===== src/rtl/tilelink_copier_pkg.sv =====
`timescale 1ns/1ps
// -----------------------------------------------------------------------------
// tilelink_copier_pkg
//
// Shared TileLink-UL definitions used by the block copier and its bench:
//   - TL opcode constants for the A and D channels
//   - tilelink_a : A-channel request bundle driven by an initiator.
//                  a_ready is the initiator's readiness to take D beats.
//   - tilelink_d : D-channel response bundle driven by a responder.
//                  d_ready is the responder's acceptance of the A beat.
//   - clamp_len  : saturating word-count limiter
// -----------------------------------------------------------------------------
package tilelink_copier_pkg;

    // A-channel opcodes
    localparam logic [2:0] Get           = 3'd4;
    localparam logic [2:0] PutFullData   = 3'd0;
    // D-channel opcodes
    localparam logic [2:0] AccessAck     = 3'd0;
    localparam logic [2:0] AccessAckData = 3'd1;

    typedef struct packed {
        logic        a_valid;
        logic [2:0]  a_opcode;
        logic [2:0]  a_param;
        logic [1:0]  a_size;
        logic [3:0]  a_source;
        logic [31:0] a_address;
        logic [3:0]  a_mask;
        logic [31:0] a_data;
        logic        a_ready;
    } tilelink_a;

    typedef struct packed {
        logic        d_valid;
        logic [2:0]  d_opcode;
        logic [1:0]  d_param;
        logic [1:0]  d_size;
        logic [3:0]  d_source;
        logic        d_sink;
        logic [31:0] d_data;
        logic        d_error;
        logic        d_ready;
    } tilelink_d;

    // Returns the smaller of a requested word count and a limit.
    function automatic logic [14:0] clamp_len(input logic [14:0] req_len,
                                              input logic [14:0] limit);
        return (req_len > limit) ? limit : req_len;
    endfunction

endpackage


===== src/rtl/tilelink_copier.sv =====
`timescale 1ns/1ps
// -----------------------------------------------------------------------------
// tilelink_copier
//
// TileLink-UL initiator that copies a block of 32-bit words from one address
// range to another. Each word is moved with a Get followed by a PutFullData;
// exactly one transaction is outstanding at any time.
//
// Ports
//   clock      in   rising-edge clock
//   reset_n    in   asynchronous active-low reset
//   start      in   command strobe, only looked at while idle
//   src_addr   in   source byte address (bits [1:0] ignored)
//   dst_addr   in   destination byte address (bits [1:0] ignored)
//   len        in   words to copy, clamped to max_len
//   bus_tla    out  A-channel request bundle
//   bus_tld    in   D-channel response bundle (d_ready = A-beat acceptance)
//   busy       out  high whenever the engine is not idle
//   done       out  one-cycle pulse when a copy finishes or aborts
//   error      out  sticky abort flag, cleared by the next accepted start
//   dbg_state  out  current FSM state encoding, for observation only
//
// Handshake: an A beat transfers on any cycle where a_valid and d_ready are
// both high; a_valid then drops until the matching D beat (d_valid) has been
// seen. d_valid outside the two wait states is ignored.
//
// Build option
//   TILELINK_COPIER_WATCHDOG_EN : when defined, each wait state gives up after
//   255 idle cycles with error set. When undefined, the wait states wait
//   forever.
// -----------------------------------------------------------------------------
module tilelink_copier
    import tilelink_copier_pkg::*;
#(
    parameter int unsigned max_len = 16384
) (
    input  logic        clock,
    input  logic        reset_n,
    input  logic        start,
    input  logic [31:0] src_addr,
    input  logic [31:0] dst_addr,
    input  logic [14:0] len,
    output tilelink_a   bus_tla,
    input  tilelink_d   bus_tld,
    output logic        busy,
    output logic        done,
    output logic        error,
    output logic [2:0]  dbg_state
);

    localparam logic [14:0] MaxLenW = 15'(max_len);

    typedef enum logic [2:0] {
        S_IDLE    = 3'd0,
        S_RD_REQ  = 3'd1,
        S_RD_WAIT = 3'd2,
        S_WR_REQ  = 3'd3,
        S_WR_WAIT = 3'd4,
        S_FINISH  = 3'd5
    } state_e;

    state_e      state_q, state_d;
    logic [31:0] src_q,   src_d;
    logic [31:0] dst_q,   dst_d;
    logic [14:0] count_q, count_d;
    logic [31:0] buf_q,   buf_d;
    logic        error_q, error_d;

`ifdef TILELINK_COPIER_WATCHDOG_EN
    // Idle cycles spent in the current wait state.
    logic [7:0]  wd_q,    wd_d;
`endif

    // Fields of the inputs the copier never looks at: the low address bits
    // are forced to zero and the D opcode/routing fields are not checked.
    logic unused_inputs;
    assign unused_inputs = ^{src_addr[1:0], dst_addr[1:0],
                             bus_tld.d_opcode, bus_tld.d_param,
                             bus_tld.d_size, bus_tld.d_source, bus_tld.d_sink};

    // -------------------------------------------------------------------------
    // State registers
    // -------------------------------------------------------------------------
    always_ff @(posedge clock or negedge reset_n) begin
        if (!reset_n) begin
            state_q <= S_IDLE;
            src_q   <= '0;
            dst_q   <= '0;
            count_q <= '0;
            buf_q   <= '0;
            error_q <= 1'b0;
`ifdef TILELINK_COPIER_WATCHDOG_EN
            wd_q    <= '0;
`endif
        end else begin
            state_q <= state_d;
            src_q   <= src_d;
            dst_q   <= dst_d;
            count_q <= count_d;
            buf_q   <= buf_d;
            error_q <= error_d;
`ifdef TILELINK_COPIER_WATCHDOG_EN
            wd_q    <= wd_d;
`endif
        end
    end

    // -------------------------------------------------------------------------
    // Next-state logic
    // -------------------------------------------------------------------------
    always_comb begin
        state_d = state_q;
        src_d   = src_q;
        dst_d   = dst_q;
        count_d = count_q;
        buf_d   = buf_q;
        error_d = error_q;
`ifdef TILELINK_COPIER_WATCHDOG_EN
        wd_d    = wd_q;
`endif

        unique case (state_q)
            S_IDLE: begin
                if (start) begin
                    // Any accepted command clears the previous abort,
                    // including a zero-length one.
                    error_d = 1'b0;
                    if (len != 15'd0) begin
                        src_d   = {src_addr[31:2], 2'b00};
                        dst_d   = {dst_addr[31:2], 2'b00};
                        count_d = clamp_len(len, MaxLenW);
                        state_d = S_RD_REQ;
                    end else begin
                        state_d = S_FINISH;
                    end
                end
            end

            S_RD_REQ: begin
                if (bus_tld.d_ready) begin
                    state_d = S_RD_WAIT;
`ifdef TILELINK_COPIER_WATCHDOG_EN
                    wd_d    = '0;
`endif
                end
            end

            S_RD_WAIT: begin
                if (bus_tld.d_valid) begin
                    if (bus_tld.d_error) begin
                        error_d = 1'b1;
                        state_d = S_FINISH;
                    end else begin
                        buf_d   = bus_tld.d_data;
                        state_d = S_WR_REQ;
                    end
                end
`ifdef TILELINK_COPIER_WATCHDOG_EN
                else if (wd_q == 8'hFF) begin
                    error_d = 1'b1;
                    state_d = S_FINISH;
                end else begin
                    wd_d = wd_q + 8'd1;
                end
`endif
            end

            S_WR_REQ: begin
                if (bus_tld.d_ready) begin
                    state_d = S_WR_WAIT;
`ifdef TILELINK_COPIER_WATCHDOG_EN
                    wd_d    = '0;
`endif
                end
            end

            S_WR_WAIT: begin
                if (bus_tld.d_valid) begin
                    if (bus_tld.d_error) begin
                        error_d = 1'b1;
                        state_d = S_FINISH;
                    end else begin
                        // Addresses wrap naturally modulo 2^32.
                        src_d   = src_q + 32'd4;
                        dst_d   = dst_q + 32'd4;
                        count_d = count_q - 15'd1;
                        state_d = (count_q == 15'd1) ? S_FINISH : S_RD_REQ;
                    end
                end
`ifdef TILELINK_COPIER_WATCHDOG_EN
                else if (wd_q == 8'hFF) begin
                    error_d = 1'b1;
                    state_d = S_FINISH;
                end else begin
                    wd_d = wd_q + 8'd1;
                end
`endif
            end

            S_FINISH: begin
                state_d = S_IDLE;
            end

            default: begin
                state_d = S_IDLE;
            end
        endcase
    end

    // -------------------------------------------------------------------------
    // A-channel drive: decoded from registered state only, so nothing on the
    // D channel can reach the A channel combinationally. While idle the whole
    // bundle is zero; the fixed size/ready fields appear once a copy starts.
    // -------------------------------------------------------------------------
    always_comb begin
        bus_tla = '0;
        if (state_q != S_IDLE) begin
            bus_tla.a_size  = 2'd2;
            bus_tla.a_ready = 1'b1;
        end
        case (state_q)
            S_RD_REQ: begin
                bus_tla.a_valid   = 1'b1;
                bus_tla.a_opcode  = Get;
                bus_tla.a_address = src_q;
                bus_tla.a_mask    = 4'hF;
            end
            S_WR_REQ: begin
                bus_tla.a_valid   = 1'b1;
                bus_tla.a_opcode  = PutFullData;
                bus_tla.a_address = dst_q;
                bus_tla.a_data    = buf_q;
                bus_tla.a_mask    = 4'hF;
            end
            default: begin
            end
        endcase
    end

    assign busy      = (state_q != S_IDLE);
    assign done      = (state_q == S_FINISH);
    assign error     = error_q;
    assign dbg_state = state_q;

endmodule


===== config.mk =====
export PLATFORM = sky130hd
export DESIGN_NAME = tilelink_copier
export DESIGN_NICKNAME = d
export VERILOG_FILES = /design/src/rtl/tilelink_copier_pkg.sv /design/src/rtl/tilelink_copier.sv
export SDC_FILE = /design/constraint.sdc
export NUM_CORES = 1
export LEC_CHECK = 0
export CAP_MARGIN = 40
export CORE_MARGIN = 1.5
export CORE_UTILIZATION = 48
export DETAILED_ROUTE_END_ITERATION = 10
export PLACE_DENSITY = 0.92
export SLEW_MARGIN = 40
export SYNTH_ARGS = -nofsm -noshare
export SYNTH_HDL_FRONTEND = slang
export SYNTH_SLANG_ARGS = --single-unit

===== constraint.sdc =====
create_clock -name clock -period 2.46 [get_ports clock]
set_input_delay 0.615 -clock clock [delete_from_list [all_inputs] [get_ports clock]]
set_output_delay 0.615 -clock clock [all_outputs]
set_load 0.03 [all_outputs]

==> results_dict.tcl, run 1 <==
set metrics [dict create \
    post_synth_num_cell_types 55 \
    max_freq_mhz 428 \
    ys.warnings.count 0 \
    post_synth_mux_area_share 0.0981 \
    share_clk_of_total_power 0.123 \
    clock-root-buffer "clkbuf_16" \
    dp_hpwl_um 15400 \
    num_io_pins 217 \
    globalRouteOverflowTotal 0 \
    synthCells 814 \
    worstPathArrival_ns 1.72 \
    worst_hold_path_type "in2async" \
    number_of_synthesized_flops_with_an_enable_pin 0 \
    synthArstFlopShare 1.00 \
    highest_layer "met4" \
    crit_required_ns 1.85 \
    met3_length_um 1710 \
    grt.total_usage 0.279 \
    clock_sinks 111 \
    combPwrFrac 0.560 \
    wire_per_inst_um 18.2 \
    grt_pass1_wl_um 33600 \
    vias_per_cell 6.16 \
    drt_iter0_drc 700 \
    period_needed_ns 2.34 \
    critical_path.cell_chain "nand2_1 -> inv_1 -> buf_6 -> and3_1 -> buf_4" \
    drv.max_cap_violation_count 0 \
    synth_ff_type "dfrtp_1" \
    combinational_family_with_the_most_area_after_synthesis "simple AND/OR/NAND/NOR gates" \
    final-setup-viol-count 0 \
    flip_flop_and_latch_count_after_synthesis 111 \
    insertedDiodeCount 0 \
    floorplan.die.width_um 124 \
    power_frac_seq 0.317 \
    critical-path-max-stage-delay_ns 0.50 \
    post_synth.cell_area_avg_um2 8.65 \
    post-route-cell-area_um2 9490 \
    post-place-ws_ns -0.216 \
    nets 1135 \
    irDropWorstVdd_v 0.000885 \
    power_switching_w 0.00553 \
    commonest_non_fill_non_tap_cell_in_the_layout "buf_4" \
    cts.clk_slew.worst_paths_ns 0.08 \
    finalHoldWorstSlack_ns 0.302 \
    synthSimpleGateAreaFrac 0.231 \
    clk-insertion-delay-late_ns 0.36 \
    swShare 0.472 \
    slew_violations 0 \
    mostFrequentLayoutCells "buf_4 (120), clkdlybuf4s50_1 (115), dfrtp_1 (110), nor2_1 (87), a21oi_1 (70)" \
    clock_tree_from_tritoncts "done" \
    power.density_cell_area_nw_per_um2 1240 \
    timing.critical_path.from_type "flip-flop" \
    critPathSlowestCell "dfrtp_1" \
    drc 0 \
    placement_rows 44 \
    clock_tree.buffer_depth 2 \
    synth-adder-area-share 0.00711 \
    coreArea_um2 14400 \
    relSlewSlack 0.549 \
    worst_slew_pin_slew_ns 0.677 \
    grt_setup_unrepaired "no" \
    drt-total-wl_um 21600 \
    place_congestion 0.922 \
    via_count_of_the_first_global_routing_pass 6704 \
    placement_stage_cell_area_um2 9200 \
    cellLeakagePower_nw 4.12 \
    timing.final.crit_share 0.951 \
    final.setup_skew_ns 0.00782 \
    status "completed" \
    timing_hold_violations_final 0 \
    pin_count_of_the_biggest_net_entering_global_routing 79 \
    yosysSeqAreaShare 0.395 \
    postRouteAntennaNets 0 \
    placement.io_buffers 188 \
    drtPass1Iterations 5 \
    met2RoutedLength_um 10700 \
    synth_xor_xnor_area_share 0.00249 \
    overall_die_height_um 124 \
    synthToLayoutAreaGrowth_pct 34.9 \
    netlist_area_um2 7040 \
    start_util 0.488 \
    fin_ws_ns 0.121 \
    holdBufCountCts 0 \
    antenna_found_initial 0 \
    synth-compound-area-share 0.205 \
    met1Wirelength_um 8610 \
    dp_cells 1175 \
    finalNonFillerCells 1191 \
    critPathMaxFanout 37 \
    fp.dieArea_um2 15400 \
    setup.worst_path.end_class "output pin" \
    drive_gt1_frac 0.196 \
    critical_path_class "reg2out" \
    h-tree-depth 3 \
    route.vias.total 7336 \
    internal_power_w 0.00620 \
    numCtsBuffers 9 \
]
final timing paths:
path | startpoint | cells past startpoint | to | slack, ns
max in group asynchronous | reset_n | 2 | count_q[13] | 1.52
setup reg to reg | dst_q[2] | 7 | dst_q[28] | 0.29
setup / recovery | dbg_state[0] | 5 | bus_tla[18] | 0.12
hold reg to reg | buf_q[28] | 1 | buf_q[28] | 0.50
min in group clock | buf_q[28] | 1 | buf_q[28] | 0.50
hold / removal | reset_n | 1 | buf_q[8] | 0.30
synth_stat cells (all sizes together) (9+ instances only):
master   instances  area (µm²)
o22ai           20         125
nand3           49         270
a31oi           17         106
nand2           58         218
o21ai           48         240
mux2            32         360
inv              9        33.8
buf             43         250
a21oi           70         350
and3            42         263
mux2i           33         330
nor3            18        95.1
nand4           16         106
nor2            88         330
clkbuf          38         144
nor4            15         139
dfrtp          111        2780
a2bb2oi         27         236
final cells by class:
| type | count | area (µm²) |
|---|---|---|
| clock buffer | 12 | 256 |
| multi-input combinational | 624 | 3900 |
| sequential | 111 | 2780 |
| clock inverter | 4 | 28.8 |
| tap | 184 | 230 |
| timing repair buffer | 247 | 2270 |
| inverter | 9 | 33.8 |
| fill | 1151 | 4930 |
state kept, by name, indices dropped and copies added (netlist names):
signal,flops
dbg_state,3
src_q,30
error,1
buf_q,32
count_q,15
dst_q,30
metal layers:
metal | global-route usage | vias to the layer above
met5 | 0 | -
met4 | 0.106 | 0
met3 | 0.0536 | 53
met2 | 0.459 | 385
met1 | 0.364 | 3526
li1 | - | 3372
power by group through the flow:
stage	combinational [W]	clock [W]	sequential [W]
6_report	0.00656	0.00144	0.00372
5_1_grt	0.00709	0.00153	0.00384
4_1_cts	0.00654	0.00147	0.00368
3_5_place_dp	0.00651	0	0.00370
3_3_place_gp	0.00632	0	0.00363
2_1_floorplan	0.00452	0	0.00338
critical path: cells and delay by family (launching register included):
kind | cells | cell delay [ns]
flops | 1 | 0.50
simple gates | 2 | 0.33
buf+inv | 3 | 0.52
logic make-up after synthesis:
kind of cell / after synthesis
compound gates: 229
xor+xnor: 2
fa+ha+maj: 4
buf+inv: 90
flops: 111
mux: 65
other cells: 1
simple gates: 312
through the flow:
stage                     total power, W  TNS, ns   util
after detailed placement          0.0102    -8.28  0.637
after CTS                         0.0117        0  0.658
after global routing              0.0125        0  0.658
final                             0.0117        0  0.658
after global placement           0.00995    -3.35  0.637
after floorplan                  0.00791        0      -
what timing repair did:
item                       in CTS  in global routing
setup endpoints to repair      35                 41
gates resized for setup         2                  3
setup buffers                   0                  0
(Power assumes the default switching activity.)
==> inputs of run 2 (changes only) <==
Settings changed: CORE_ASPECT_RATIO set to 0.8.
==> results_dict.tcl, run 2 (synthesis results as in run 1) <==
set metrics [dict create \
    status "completed" \
    worst_slew_pin_slew_ns 0.714 \
    placement.io_buffers 188 \
    nFillCells 1105 \
    share_clk_of_total_power 0.123 \
    synthToLayoutAreaGrowth_pct 37.3 \
    dp_hpwl_um 14800 \
    power.density_cell_area_nw_per_um2 1240 \
    combPwrFrac 0.570 \
    cts.clk_slew.worst_paths_ns 0.07 \
    holdBufCountCts 0 \
    via_count_of_the_first_global_routing_pass 6571 \
    timing_hold_violations_final 0 \
    postRouteAntennaNets 0 \
    numCtsBuffers 9 \
    vias_per_cell 6.07 \
    drv.max_cap_violation_count 0 \
    period_needed_ns 2.41 \
    relSlewSlack 0.520 \
    post-route-cell-area_um2 9660 \
    power_switching_w 0.00551 \
    globalRouteOverflowTotal 0 \
    slew_violations 0 \
    timing.final.crit_share 0.978 \
    insertedDiodeCount 0 \
    grt.total_usage 0.268 \
    reg_top3 "buf_q: 32 flops, dst_q: 30 flops, src_q: 30 flops" \
    clock_tree.buffer_depth 2 \
    setup.worst_path.end_class "output pin" \
    largest_register_ff_count 32 \
    drive_gt1_frac 0.161 \
    final-setup-viol-count 0 \
    clk-insertion-delay-late_ns 0.36 \
    place_congestion 0.904 \
    drt-total-wl_um 21000 \
    internal_power_w 0.00647 \
    grt_pass1_wl_um 33700 \
    swShare 0.460 \
    pin_count_of_the_biggest_net_entering_global_routing 112 \
    critPathMaxFanout 6 \
    num_io_pins 217 \
    max_freq_mhz 416 \
    worst_hold_path_type "in2async" \
    irDropWorstVdd_v 0.000782 \
    drt_iter0_drc 735 \
    regMostFlops "buf_q" \
    worstPathArrival_ns 1.79 \
    antenna_found_initial 0 \
    placement_rows 39 \
    power_frac_seq 0.307 \
    crit_required_ns 1.85 \
    route.vias.total 7209 \
    wire_per_inst_um 17.7 \
    critical_path_class "reg2out" \
    dp_cells 1174 \
    placement_stage_cell_area_um2 9390 \
    fin_util 0.676 \
    mostFrequentLayoutCells "clkdlybuf4s50_1 (116), dfrtp_1 (110), nor2_1 (88), buf_4 (78), a21oi_1 (70)" \
    floorplan.die.width_um 138 \
    clock_tree_from_tritoncts "done" \
    drtPass1Iterations 7 \
    clock-root-buffer "clkbuf_16" \
    coreArea_um2 14300 \
    commonest_non_fill_non_tap_cell_in_the_layout "clkdlybuf4s50_1" \
    drc 0 \
    finalNonFillerCells 1188 \
    fp.dieArea_um2 15400 \
    cellLeakagePower_nw 4.22 \
    h-tree-depth 3 \
    timing.critical_path.from_type "flip-flop" \
    nets 1134 \
    overall_die_height_um 111 \
    start_util 0.492 \
    clock_sinks 111 \
    final.setup_skew_ns 0.00792 \
]
## run 2: path summary, 6_finish.rpt
check	from	to	slack [ns]	cells past startpoint
setup reg to reg	dst_q[2]	dst_q[28]	0.25	7
max in group asynchronous	reset_n	dbg_state[1]	1.64	2
min in group clock	buf_q[29]	buf_q[29]	0.50	1
setup / recovery	dbg_state[2]	done	0.05	4
hold reg to reg	buf_q[29]	buf_q[29]	0.50	1
hold / removal	reset_n	src_q[15]	0.33	2
## run 2: per-stage QoR
step / hold WS (ns) / setup TNS (ns) / total power, W / setup slack [ns]
global placement: 0.479 / -3.59 / 0.0103 / -0.149
floorplan: 0.319 / 0 / 0.00791 / 0.0659
global route: 0.383 / -0.0210 / 0.0127 / -0.0207
CTS: 0.366 / 0 / 0.0120 / 0.00402
finish: 0.333 / 0 / 0.0120 / 0.0543
detailed placement: 0.488 / -6.31 / 0.0105 / -0.204
## run 2: layout make-up
class                   instances  area (µm²)  share of cell area
inverters                       9        33.8             0.00350
repair buffers                246        2440               0.252
well taps                     184         230              0.0238
clock inverters                 4        47.5             0.00492
clock buffers                  10         239              0.0247
flip-flops and latches        111        2780               0.288
multi-input cells             624        3890               0.403
## run 2: what timing repair did
item / in CTS / in global routing
resized for setup: 29 / 8
setup buffers: 1 / 0
endpoints found under the setup margin: 39 / 12
## run 2: power by group through the flow
stage / Combinational [W] / Clock (W) / Sequential (W)
3_5_place_dp: 0.00683 / 0 / 0.00368
4_1_cts: 0.00682 / 0.00149 / 0.00364
2_1_floorplan: 0.00452 / 0 / 0.00338
3_3_place_gp: 0.00667 / 0 / 0.00358
5_1_grt: 0.00734 / 0.00158 / 0.00380
6_report: 0.00683 / 0.00147 / 0.00368
## run 2: critical path, cell delays in order, from the launching register on
cell             delay, ns
dfrtp_1               0.36
inv_1                 0.06
buf_4                 0.16
nor3b_2               0.15
clkdlybuf4s50_1       0.70
## run 2: routing by layer
metal | vias to the layer above | global-route usage | wire length [µm]
met3 | 36 | 0.0549 | 1730
met1 | 3446 | 0.376 | 8910
met4 | 0 | 0.0667 | 440
met5 | - | 0 | 0
met2 | 365 | 0.426 | 9930
li1 | 3362 | - | -
